## src/rtl/fetch_queue_stage_pkg.sv

```systemverilog
// Shared types for the fetch stage: machine word, queue entry layout and fetch FSM states.
package fetch_queue_stage_pkg;

    typedef logic [15:0] lc3b_word;

    typedef enum logic [1:0] {
        IDLE  = 2'd0,
        FETCH = 2'd1,
        DROP  = 2'd2
    } fetch_state_t;

    typedef struct packed {
        lc3b_word instr;
        lc3b_word pc;
        lc3b_word pc_plus2;
        lc3b_word pred_pc;
        logic     pred_taken;
    } fetch_entry_t;

    function automatic lc3b_word pc_inc2(input lc3b_word pc);
        return pc + 16'd2;
    endfunction

endpackage

```

## src/rtl/fetch_queue_stage_if.sv

```systemverilog
// Instruction-memory request/response and decode-side valid/ready bundle.
interface fetch_queue_stage_if #(
    parameter int LINE_BITS = 128
);
    import fetch_queue_stage_pkg::*;

    lc3b_word               imem_address;
    logic                   imem_read;
    logic [LINE_BITS-1:0]   imem_rdata;
    logic                   imem_resp;

    logic                   out_valid;
    logic                   out_ready;
    lc3b_word               out_instr;
    lc3b_word               out_pc;
    lc3b_word               out_pc_plus2;
    lc3b_word               out_pred_pc;
    logic                   out_pred_taken;

    modport master (
        output imem_address, imem_read,
        input  imem_rdata, imem_resp,
        output out_valid, out_instr, out_pc, out_pc_plus2, out_pred_pc, out_pred_taken,
        input  out_ready
    );

    modport slave (
        input  imem_address, imem_read,
        output imem_rdata, imem_resp,
        input  out_valid, out_instr, out_pc, out_pc_plus2, out_pred_pc, out_pred_taken,
        output out_ready
    );

endinterface

```

## src/rtl/fetch_queue_stage_btb_2bit.sv

```systemverilog
// Direct-mapped branch target buffer with 2-bit saturating direction counters.
module btb_2bit
    import fetch_queue_stage_pkg::*;
#(
    parameter int ENTRIES = 8
) (
    input  logic     clk,
    input  logic     reset,
    input  lc3b_word i_lookup_pc,
    output logic     o_pred_taken,
    output lc3b_word o_pred_pc,
    input  logic     i_upd,
    input  lc3b_word i_upd_pc,
    input  lc3b_word i_upd_target,
    input  logic     i_upd_taken
);
    localparam int IDX_W = $clog2(ENTRIES);
    localparam int TAG_W = 15 - IDX_W;

    logic [ENTRIES-1:0] r_valid;
    logic [1:0]         r_ctr    [ENTRIES];
    logic [TAG_W-1:0]   r_tag    [ENTRIES];
    lc3b_word           r_target [ENTRIES];

    logic [IDX_W-1:0]   w_lidx, w_uidx;
    logic [TAG_W-1:0]   w_ltag, w_utag;
    logic               w_lhit, w_uhit;
    logic               w_unused_pc0;

    function automatic logic [1:0] sat_ctr(input logic [1:0] c, input logic up);
        if (up)
            return (c == 2'b11) ? c : c + 2'b01;
        return (c == 2'b00) ? c : c - 2'b01;
    endfunction

    assign w_lidx = i_lookup_pc[IDX_W:1];
    assign w_ltag = i_lookup_pc[15:IDX_W+1];
    assign w_uidx = i_upd_pc[IDX_W:1];
    assign w_utag = i_upd_pc[15:IDX_W+1];
    assign w_unused_pc0 = i_lookup_pc[0] ^ i_upd_pc[0];

    // Lookup reads registered state, so a same-cycle update is not visible yet.
    assign w_lhit       = r_valid[w_lidx] && (r_tag[w_lidx] == w_ltag);
    assign w_uhit       = r_valid[w_uidx] && (r_tag[w_uidx] == w_utag);
    assign o_pred_taken = w_lhit && r_ctr[w_lidx][1];
    assign o_pred_pc    = o_pred_taken ? r_target[w_lidx] : pc_inc2(i_lookup_pc);

    always_ff @(posedge clk or posedge reset) begin
        if (reset) begin
            r_valid <= '0;
            for (int i = 0; i < ENTRIES; i++)
                r_ctr[i] <= 2'b00;
        end else if (i_upd) begin
            if (w_uhit) begin
                r_ctr[w_uidx] <= sat_ctr(r_ctr[w_uidx], i_upd_taken);
            end else if (i_upd_taken) begin
                r_valid[w_uidx] <= 1'b1;
                r_ctr[w_uidx]   <= 2'b10;
            end
        end
    end

    // Taken updates either refresh a hit's target or allocate over a miss.
    always_ff @(posedge clk) begin
        if (i_upd && i_upd_taken) begin
            r_tag[w_uidx]    <= w_utag;
            r_target[w_uidx] <= i_upd_target;
        end
    end

endmodule

```

## src/rtl/fetch_queue_stage.sv

```systemverilog
// Fetch stage: flush-aware request FSM, BTB prediction and a small instruction queue toward decode.
module fetch_queue_stage
    import fetch_queue_stage_pkg::*;
#(
    parameter int          LINE_BITS   = 128,
    parameter int          DEPTH       = 4,
    parameter int          BTB_ENTRIES = 8,
    parameter logic [15:0] RESET_PC    = 16'h0000
) (
    input  logic               clk,
    input  logic               reset,
    input  logic               flush,
    input  lc3b_word           flush_pc,
    input  logic               bp_update,
    input  lc3b_word           bp_pc,
    input  lc3b_word           bp_target,
    input  logic               bp_taken,
    fetch_queue_stage_if.master bus
);
    localparam int PTR_W  = $clog2(DEPTH);
    localparam int CNT_W  = $clog2(DEPTH) + 1;
    localparam int WSEL_W = $clog2(LINE_BITS / 16);
    localparam logic [CNT_W-1:0] FULL = CNT_W'(DEPTH);

    fetch_state_t     r_state, w_state_nxt;
    lc3b_word         r_pc, w_pc_nxt;
    lc3b_word         r_redirect_pc, w_redirect_nxt;
    fetch_entry_t     r_queue [DEPTH];
    logic [PTR_W-1:0] r_head, r_tail;
    logic [CNT_W-1:0] r_count, w_cnt_after;

    logic              w_pred_taken;
    lc3b_word          w_pred_pc;
    logic [WSEL_W-1:0] w_wsel;
    lc3b_word          w_instr;
    fetch_entry_t      w_entry, w_head;
    logic              w_out_valid, w_deq, w_enq, w_imem_read;

    btb_2bit #(.ENTRIES(BTB_ENTRIES)) u_btb (
        .clk          (clk),
        .reset        (reset),
        .i_lookup_pc  (r_pc),
        .o_pred_taken (w_pred_taken),
        .o_pred_pc    (w_pred_pc),
        .i_upd        (bp_update),
        .i_upd_pc     (bp_pc),
        .i_upd_target (bp_target),
        .i_upd_taken  (bp_taken)
    );

    assign w_wsel  = r_pc[WSEL_W:1];
    assign w_instr = bus.imem_rdata[{w_wsel, 4'b0000} +: 16];
    assign w_entry = '{instr: w_instr, pc: r_pc, pc_plus2: pc_inc2(r_pc),
                       pred_pc: w_pred_pc, pred_taken: w_pred_taken};

    assign w_out_valid = (r_count != '0) && !flush;
    assign w_deq       = w_out_valid && bus.out_ready;
    assign w_cnt_after = r_count + CNT_W'(1) - CNT_W'(w_deq);

    always_comb begin
        w_state_nxt    = r_state;
        w_pc_nxt       = r_pc;
        w_redirect_nxt = r_redirect_pc;
        w_enq          = 1'b0;
        w_imem_read    = 1'b0;
        unique case (r_state)
            IDLE: begin
                if (flush) begin
                    w_pc_nxt    = flush_pc;
                    w_state_nxt = FETCH;
                end else if (r_count != FULL) begin
                    w_state_nxt = FETCH;
                end
            end
            FETCH: begin
                w_imem_read = 1'b1;
                if (flush) begin
                    // With the line already here the redirect is immediate; otherwise
                    // the address must stay put until the stale line drains.
                    if (bus.imem_resp) begin
                        w_pc_nxt = flush_pc;
                    end else begin
                        w_redirect_nxt = flush_pc;
                        w_state_nxt    = DROP;
                    end
                end else if (bus.imem_resp) begin
                    w_enq       = 1'b1;
                    w_pc_nxt    = w_pred_pc;
                    w_state_nxt = (w_cnt_after != FULL) ? FETCH : IDLE;
                end
            end
            DROP: begin
                w_imem_read = 1'b1;
                if (flush)
                    w_redirect_nxt = flush_pc;
                if (bus.imem_resp) begin
                    w_pc_nxt    = flush ? flush_pc : r_redirect_pc;
                    w_state_nxt = FETCH;
                end
            end
            default: w_state_nxt = IDLE;
        endcase
    end

    always_ff @(posedge clk or posedge reset) begin
        if (reset) begin
            r_state       <= IDLE;
            r_pc          <= RESET_PC;
            r_redirect_pc <= RESET_PC;
        end else begin
            r_state       <= w_state_nxt;
            r_pc          <= w_pc_nxt;
            r_redirect_pc <= w_redirect_nxt;
        end
    end

    always_ff @(posedge clk or posedge reset) begin
        if (reset) begin
            r_head  <= '0;
            r_tail  <= '0;
            r_count <= '0;
        end else if (flush) begin
            r_head  <= '0;
            r_tail  <= '0;
            r_count <= '0;
        end else begin
            if (w_enq)
                r_tail <= r_tail + PTR_W'(1);
            if (w_deq)
                r_head <= r_head + PTR_W'(1);
            r_count <= r_count + CNT_W'(w_enq) - CNT_W'(w_deq);
        end
    end

    always_ff @(posedge clk) begin
        if (w_enq)
            r_queue[r_tail] <= w_entry;
    end

    assign w_head = r_queue[r_head];

    assign bus.imem_address   = r_pc;
    assign bus.imem_read      = w_imem_read;
    assign bus.out_valid      = w_out_valid;
    assign bus.out_instr      = w_head.instr;
    assign bus.out_pc         = w_head.pc;
    assign bus.out_pc_plus2   = w_head.pc_plus2;
    assign bus.out_pred_pc    = w_head.pred_pc;
    assign bus.out_pred_taken = w_head.pred_taken;

endmodule
```

## src/flat_wrapper.sv

```systemverilog
// flat-port wrapper written by rule: the top's interface ports become plain ports
module fetch_queue_stage_flat import fetch_queue_stage_pkg::*;
#(
    parameter int          LINE_BITS   = 128,
    parameter int          DEPTH       = 4,
    parameter int          BTB_ENTRIES = 8,
    parameter logic [15:0] RESET_PC    = 16'h0000
)
  (clk, reset, flush, flush_pc, bp_update, bp_pc, bp_target, bp_taken, bus_imem_address, bus_imem_read, bus_imem_rdata, bus_imem_resp, bus_out_valid, bus_out_instr, bus_out_pc, bus_out_pc_plus2, bus_out_pred_pc, bus_out_pred_taken, bus_out_ready);
  fetch_queue_stage_if #(.LINE_BITS(LINE_BITS)) bus_i ();
  input  logic clk;
  input  logic reset;
  input  logic flush;
  input  lc3b_word flush_pc;
  input  logic bp_update;
  input  lc3b_word bp_pc;
  input  lc3b_word bp_target;
  input  logic bp_taken;
  output wire logic [$bits(bus_i.imem_address)-1:0] bus_imem_address;
  output wire logic [$bits(bus_i.imem_read)-1:0] bus_imem_read;
  input wire logic [$bits(bus_i.imem_rdata)-1:0] bus_imem_rdata;
  input wire logic [$bits(bus_i.imem_resp)-1:0] bus_imem_resp;
  output wire logic [$bits(bus_i.out_valid)-1:0] bus_out_valid;
  output wire logic [$bits(bus_i.out_instr)-1:0] bus_out_instr;
  output wire logic [$bits(bus_i.out_pc)-1:0] bus_out_pc;
  output wire logic [$bits(bus_i.out_pc_plus2)-1:0] bus_out_pc_plus2;
  output wire logic [$bits(bus_i.out_pred_pc)-1:0] bus_out_pred_pc;
  output wire logic [$bits(bus_i.out_pred_taken)-1:0] bus_out_pred_taken;
  input wire logic [$bits(bus_i.out_ready)-1:0] bus_out_ready;
  assign bus_imem_address = bus_i.imem_address;
  assign bus_imem_read = bus_i.imem_read;
  assign bus_i.imem_rdata = bus_imem_rdata;
  assign bus_i.imem_resp = bus_imem_resp;
  assign bus_out_valid = bus_i.out_valid;
  assign bus_out_instr = bus_i.out_instr;
  assign bus_out_pc = bus_i.out_pc;
  assign bus_out_pc_plus2 = bus_i.out_pc_plus2;
  assign bus_out_pred_pc = bus_i.out_pred_pc;
  assign bus_out_pred_taken = bus_i.out_pred_taken;
  assign bus_i.out_ready = bus_out_ready;
  fetch_queue_stage #(.LINE_BITS(LINE_BITS), .DEPTH(DEPTH), .BTB_ENTRIES(BTB_ENTRIES), .RESET_PC(RESET_PC)) u_core (.clk(clk), .reset(reset), .flush(flush), .flush_pc(flush_pc), .bp_update(bp_update), .bp_pc(bp_pc), .bp_target(bp_target), .bp_taken(bp_taken), .bus(bus_i));
endmodule
```

## config.mk

```make
export PLATFORM = sky130hd
export DESIGN_NAME = fetch_queue_stage_flat
export DESIGN_NICKNAME = d
export VERILOG_FILES = /design/src/rtl/fetch_queue_stage_pkg.sv /design/src/rtl/fetch_queue_stage_if.sv /design/src/rtl/fetch_queue_stage_btb_2bit.sv /design/src/rtl/fetch_queue_stage.sv /design/src/flat_wrapper.sv
export SDC_FILE = /design/constraint.sdc
export NUM_CORES = 1
export LEC_CHECK = 0
export ABC_AREA = 1
export CORE_MARGIN = 3
export CORE_UTILIZATION = 40
export CTS_CLUSTER_DIAMETER = 50
export DETAILED_ROUTE_END_ITERATION = 6
export SYNTH_ARGS = -nofsm -noshare
export SYNTH_HDL_FRONTEND = slang
export SYNTH_HIERARCHICAL = 1
export SYNTH_SLANG_ARGS = --single-unit
export TNS_END_PERCENT = 100
```

## constraint.sdc

```tcl
create_clock -name clk -period 4.84 [get_ports clk]
set_input_delay 0.726 -clock clk [delete_from_list [all_inputs] [get_ports clk]]
set_output_delay 0.726 -clock clk [all_outputs]
set_load 0.005 [all_outputs]
```

Yosys cells after proc, flatten, opt, wreduce, memory -nomap -nowiden
Memory sizes are Yosys's and may differ from the RTL's. Cells that the tools add are included.

Memories: 3. Input bits: 183. Register bits: 65. Memory bits (writable): 484. Output and inout port bits: 83.

Bitwise gates (word level): 7. Shifts and indexed selects: 1. Order comparisons: 6. Equal/unequal tests: 15. Reduce and logical (&&, ||, !) cells: 23. Muxes and demuxes: 58. $add $sub $neg: 9.

Memories: u_core.r_queue (depth 4, bits a word 65, rd ports 1, clocked after memory_dff 0, wr ports 1, RTL line fetch_queue_stage.sv:28) `fetch_entry_t r_queue [DEPTH];`; u_core.u_btb.r_target (depth 8, bits a word 16, rd ports 1, clocked after memory_dff 0, wr ports 1, RTL line fetch_queue_stage_btb_2bit.sv:23) `lc3b_word r_target [ENTRIES];`; u_core.u_btb.r_tag (depth 8, bits a word 12, rd ports 2, clocked after memory_dff 0, wr ports 1, RTL line fetch_queue_stage_btb_2bit.sv:22) `logic [TAG_W-1:0] r_tag [ENTRIES];`.

Operators with widths (count): $mux W16 (11); $shiftx A128 B8 Y16 (1); $pmux W16 S3 (1); $mux W2 (21); $pmux W16 S2 (1); $eq A12 B12 Y1 (2); $add A16 B2 Y16 const B (1); $bwmux W16 (1); $or A8 B8 Y8 (2); $mux W1 (15); $bmux W2 S3 (2); $ne A3 B3 Y1 const B (4); $ne A2 B2 Y1 const B (5); $and A8 B8 Y8 (1); $ge A4 B4 Y1 const B (2); $logic_and A1 B1 Y1 (8); $lt A3 B4 Y1 const B (2); $not A3 Y4 (2); $not A8 Y8 (1); $reduce_and A4 Y1 (2); $reduce_bool A2 Y1 (4); $add A2 B1 Y2 const B (3); $bmux W1 S3 (2); $demux W2 S3 (1); 19 further kinds (24).

Longest topological paths before layout
Word-level depth: 12. Mapped depth: 24.

Hierarchy
The synthesis kept the hierarchy.

Modules (own cells, without submodules): fetch_queue_stage (cells each 1411, times used 1, area an instance 13764.5 sq um, seq. area each 8713.4 sq um); btb_2bit (cells each 1339, times used 1, area an instance 12411.9 sq um, seq. area each 7327.0 sq um).

Worst setup path after synthesis
OpenSTA, ideal clock, no wires.

Kind: input port to flip-flop. From: input port flush. To: memory u_core/r_queue[0][0] (netlist name), enable pin. Library setup time: 486 ps. Data arrival time: 3998 ps. Stages on the path: 6. Slack: 356 ps. Path through: buf_4 -> inv_2 -> buf_4 -> buf_6 -> nand3_2 -> nor2_1.

Longest elaborated chain between the ends: 4.

Ends and longest elaborated chain: from (decl) (RTL line flat_wrapper.sv:13) `input logic flush;`; $mux W1 (RTL line fetch_queue_stage.sv:77) `if (flush) begin`; $mux W1 (RTL line fetch_queue_stage.sv:66) `unique case (r_state)`; $mux W1 (RTL line fetch_queue_stage.sv:136) `if (w_enq)`; $mux W1 (not written as such) (RTL line fetch_queue_stage.sv:137) `r_queue[r_tail] <= w_entry;`; to (decl) (RTL line fetch_queue_stage.sv:28).

Every way passes these cells.

Final worst setup path
From: register u_core.r_head[0]. To: output port bus_out_pc_plus2[8].

Longest elaborated chain between the ends: 1.

Ends and longest elaborated chain: from (decl) (RTL line fetch_queue_stage.sv:29) `logic [PTR_W-1:0] r_head, r_tail;`; from (signal assigned) (RTL line fetch_queue_stage.sv:130) `r_head <= r_head + PTR_W'(1);`; $mem_v2 Z4 W65; to (decl) (RTL line flat_wrapper.sv:26) `output wire logic [$bits(bus_i.out_pc_plus2)-1:0] bus_out_pc_plus2;`.

Every way passes these cells.

==> qor.yml <==
finish:
  area_growth_syn_to_layout_pct: 20.7
  regArea_mm2: 0.0161
  fin_cells: 3871
  fin_nets: 3161
  fillers: 5881
  multi_input_area_mm2: 0.00861
  drive_gt1_share_pct: 7.13
worst_setup_path:
  end_kind: "primary output"
  ff2ff_path_depth: 19
  path_max_fanout: 71
  critPathKind: "flip-flop to primary output"
  start_kind: "flip-flop"
  rr_endpoint: "u_core/bus.imem_address[4]"
  rrSetupSlack_ps: 1040
  required_ps: 4110
  cp.arrival_ps: 3340
  reg2reg_from: "u_core/bus.imem_address[1]"
power_and_ir_drop:
  irDropWorstVdd_v: 0.000308
  power.total_mw: 17.5
  powerDensity_mw_per_mm2: 553
  power.leakage_nw: 12.5
sta:
  finalCritPeriodShare_pct: 83.9
  clock_skew_ps: 23.0
  rsz0062_at_grt: "false"
  tightest_slew_ps: 1060
  min_period_ps: 4060
  fin_tns_setup_ps: 0
  finalHoldViolCount: 0
  fmax_mhz: 246
  setup_ws_ps: 778
  slew_viol_final: 0
  max_slew_margin_pct: 29.2
  setup_violations: 0
cts:
  clockBufferDepth: 3
  tritoncts: "built"
  cts_setup_buffers: 0
  cts_hold_buf: 0
  cts.sinks: 545
  clk_pin_slew_ps: 60
  numCtsBuffers: 66
  ctsResizeCount: 0
  clk_latency_ps: 610
  cts-root-buf: "clkbuf_16"
  htreeDepth: 3
hold_path:
  min-delay-start: "u_core/u_btb/r_ctr[10]"
  worstHoldEndpoint: "u_core/u_btb/r_ctr[10]"
  hold_class: "flip-flop to flip-flop"
  worstHoldPathCells: 2
global_route:
  grtUsageMet2_pct: 37.4
  grt_util_all_layers_pct: 21.8
  grt_use_met3_pct: 4.93
  busiest_layer: "met2"
  first_global_vias: 19514
  antenna_found_initial: 5
  grt_first_pass_wirelength_mm: 114
  grt_max_degree: 127
  grt_util_met1_pct: 27.5
  gr-total-overflow: 0
floorplanning:
  pin_count: 266
  core_area_mm2: 0.0646
  rows: 93
  initial_core_util_pct: 40.5
  dieArea_mm2: 0.0685
  die_w_um: 262
  die_h_um: 262
placement:
  routabilityCongestion: 0.844
  portBuffers: 264
  place_inst: 3750
  dp_hpwl_mm: 48.9
  dp_slack_ps: 991
detailed_routing:
  drtPass1Iterations: 5
  routed_via_density: 5.31
  num_vias: 20568
  drt_iter0_drc: 1722
  post_drt_wl_per_cell_um: 19.9
  drcViolationCount: 0
  routed_wirelength_mm: 76.9
  ant_nets: 0
status:
  status: "finished, final reports clean"
synthesis:
  synth_flop_cell: "edfxtp_1"
  ys_top_cells_by_area: "edfxtp_1, nand2_1, dfrtp_1"
  synthTopCellsByCount: "nand2_1, edfxtp_1, nor2_1"
  synth_edf_count: 480
  syn_nets: 2948
  netlist_area_mm2: 0.0262
  ys_warn_count: 6
  syn_avg_cell_area_um2: 9.52
  synth_top_cell_area_share_pct: 55.1
  async_flop_share_pct: 11.9
  synth-seq-area-share_pct: 61.3
  synth_top_area_cell: "edfxtp_1"
  synth_cell_types: 36
  yosysMostFrequentCell: "nand2_1"
  synth-seq-cells: 545
  postSynthCellCount: 2750
job:
  max_cap_viol_count: 0
[area by class of cell]
| class | count | area share, % |
|---|---|---|
| clock inverter | 36 | 1.07 |
| antenna | 2 | 0.0158 |
| multi-input combinational | 1859 | 27.2 |
| tap | 855 | 3.39 |
| sequential | 545 | 50.8 |
| clock buffer | 83 | 5.53 |
| inverter | 174 | 2.07 |
| timing repair buffer | 317 | 9.88 |
[registers in the layout, indices dropped and copies added, names as in the netlist]
register and count:
u_core/u_btb/r_ctr 16, u_core/u_btb/r_tag 96, u_core/u_btb/r_target 128, u_core/r_redirect_pc 16, u_core/u_btb/r_valid 8, u_core/r_count 3
u_core/r_queue 256, u_core/r_tail 2, u_core/r_head 2, u_core/r_state 2, u_core/bus.imem_address 16
[kinds of logic after synthesis]
logic type | after synthesis | share of synthesized area [%]
AOI/OAI and AO/OA | 512 | 10.9
xor gates and xnor gates | 30 | 1.00
adders and majority gates | 15 | 0.746
buffers and inverters | 346 | 6.05
DFF | 545 | 61.3
and+or+nand+nor | 1302 | 20.0
[worst max path at each step]
stage,from,end,slack [ps],depth (start not counted)
2_1_floorplan,flush,u_core/r_queue[0][0],360,6
3_5_place_dp,bp_pc[2],u_core/u_btb/r_ctr[0],990,18
4_1_cts,u_core/r_head[0],bus_out_pred_pc[5],660,5
5_1_grt,u_core/r_head[0],bus_out_pc[12],570,5
3_3_place_gp,bp_pc[2],u_core/u_btb/r_ctr[14],980,15
6_report,u_core/r_head[0],bus_out_pc_plus2[8],780,5
[layer usage]
layer | vias to the layer above | share of wire (%)
met5 | - | 0
met1 | 9908 | 40
li1 | 9776 | -
met2 | 757 | 49
met3 | 127 | 8.1
met4 | 0 | 2.7
[cells in the final DEF (no fill, tap or decap), drive strengths merged, types with 2 or more instances in the layout]
| cell type | count |
|---|---|
| edfxtp | 480 |
| o21bai | 9 |
| clkinvlp | 2 |
| xnor2 | 6 |
| buf | 54 |
| bufinv | 3 |
| inv | 183 |
| nand4 | 11 |
| clkbuf | 83 |
| nand3 | 126 |
| clkdlybuf4s50 | 263 |
| nor3 | 11 |
| dfrtp | 65 |
| nor2 | 376 |
| o211ai | 22 |
| or2 | 12 |
| xor2 | 24 |
| clkinv | 22 |
| o22ai | 64 |
| nand2 | 749 |
| a221oi | 32 |
| ha | 14 |
| nand3b | 16 |
| a21oi | 105 |
| diode | 2 |
| o21ai | 277 |
[where the power goes]
group / total, mW / internal [mW] / switching, mW
Clock: 4.69 / 2.76 / 1.93
Sequential: 6.33 / 5.89 / 0.438
Combinational: 6.46 / 2.23 / 4.24
[worst max-delay path, cell delays in order (launching register included)]
cell	delay [ps]
dfrtp_4	700
inv_4	630
buf_4	350
o21ai_1	90
o22ai_1	300
clkdlybuf4s50_1	570
[stage by stage]
stage | hold slack [ps] | utilization [%] | cell area (um^2)
floorplan | 430 | - | 26200
global placement | 455 | 45.7 | 29500
detailed placement | 462 | 45.7 | 29500
CTS | 474 | 48.9 | 31600
global route | 487 | 48.9 | 31600
finish | 474 | 48.9 | 31600
Note: power is estimated with default switching activity, not from simulation.
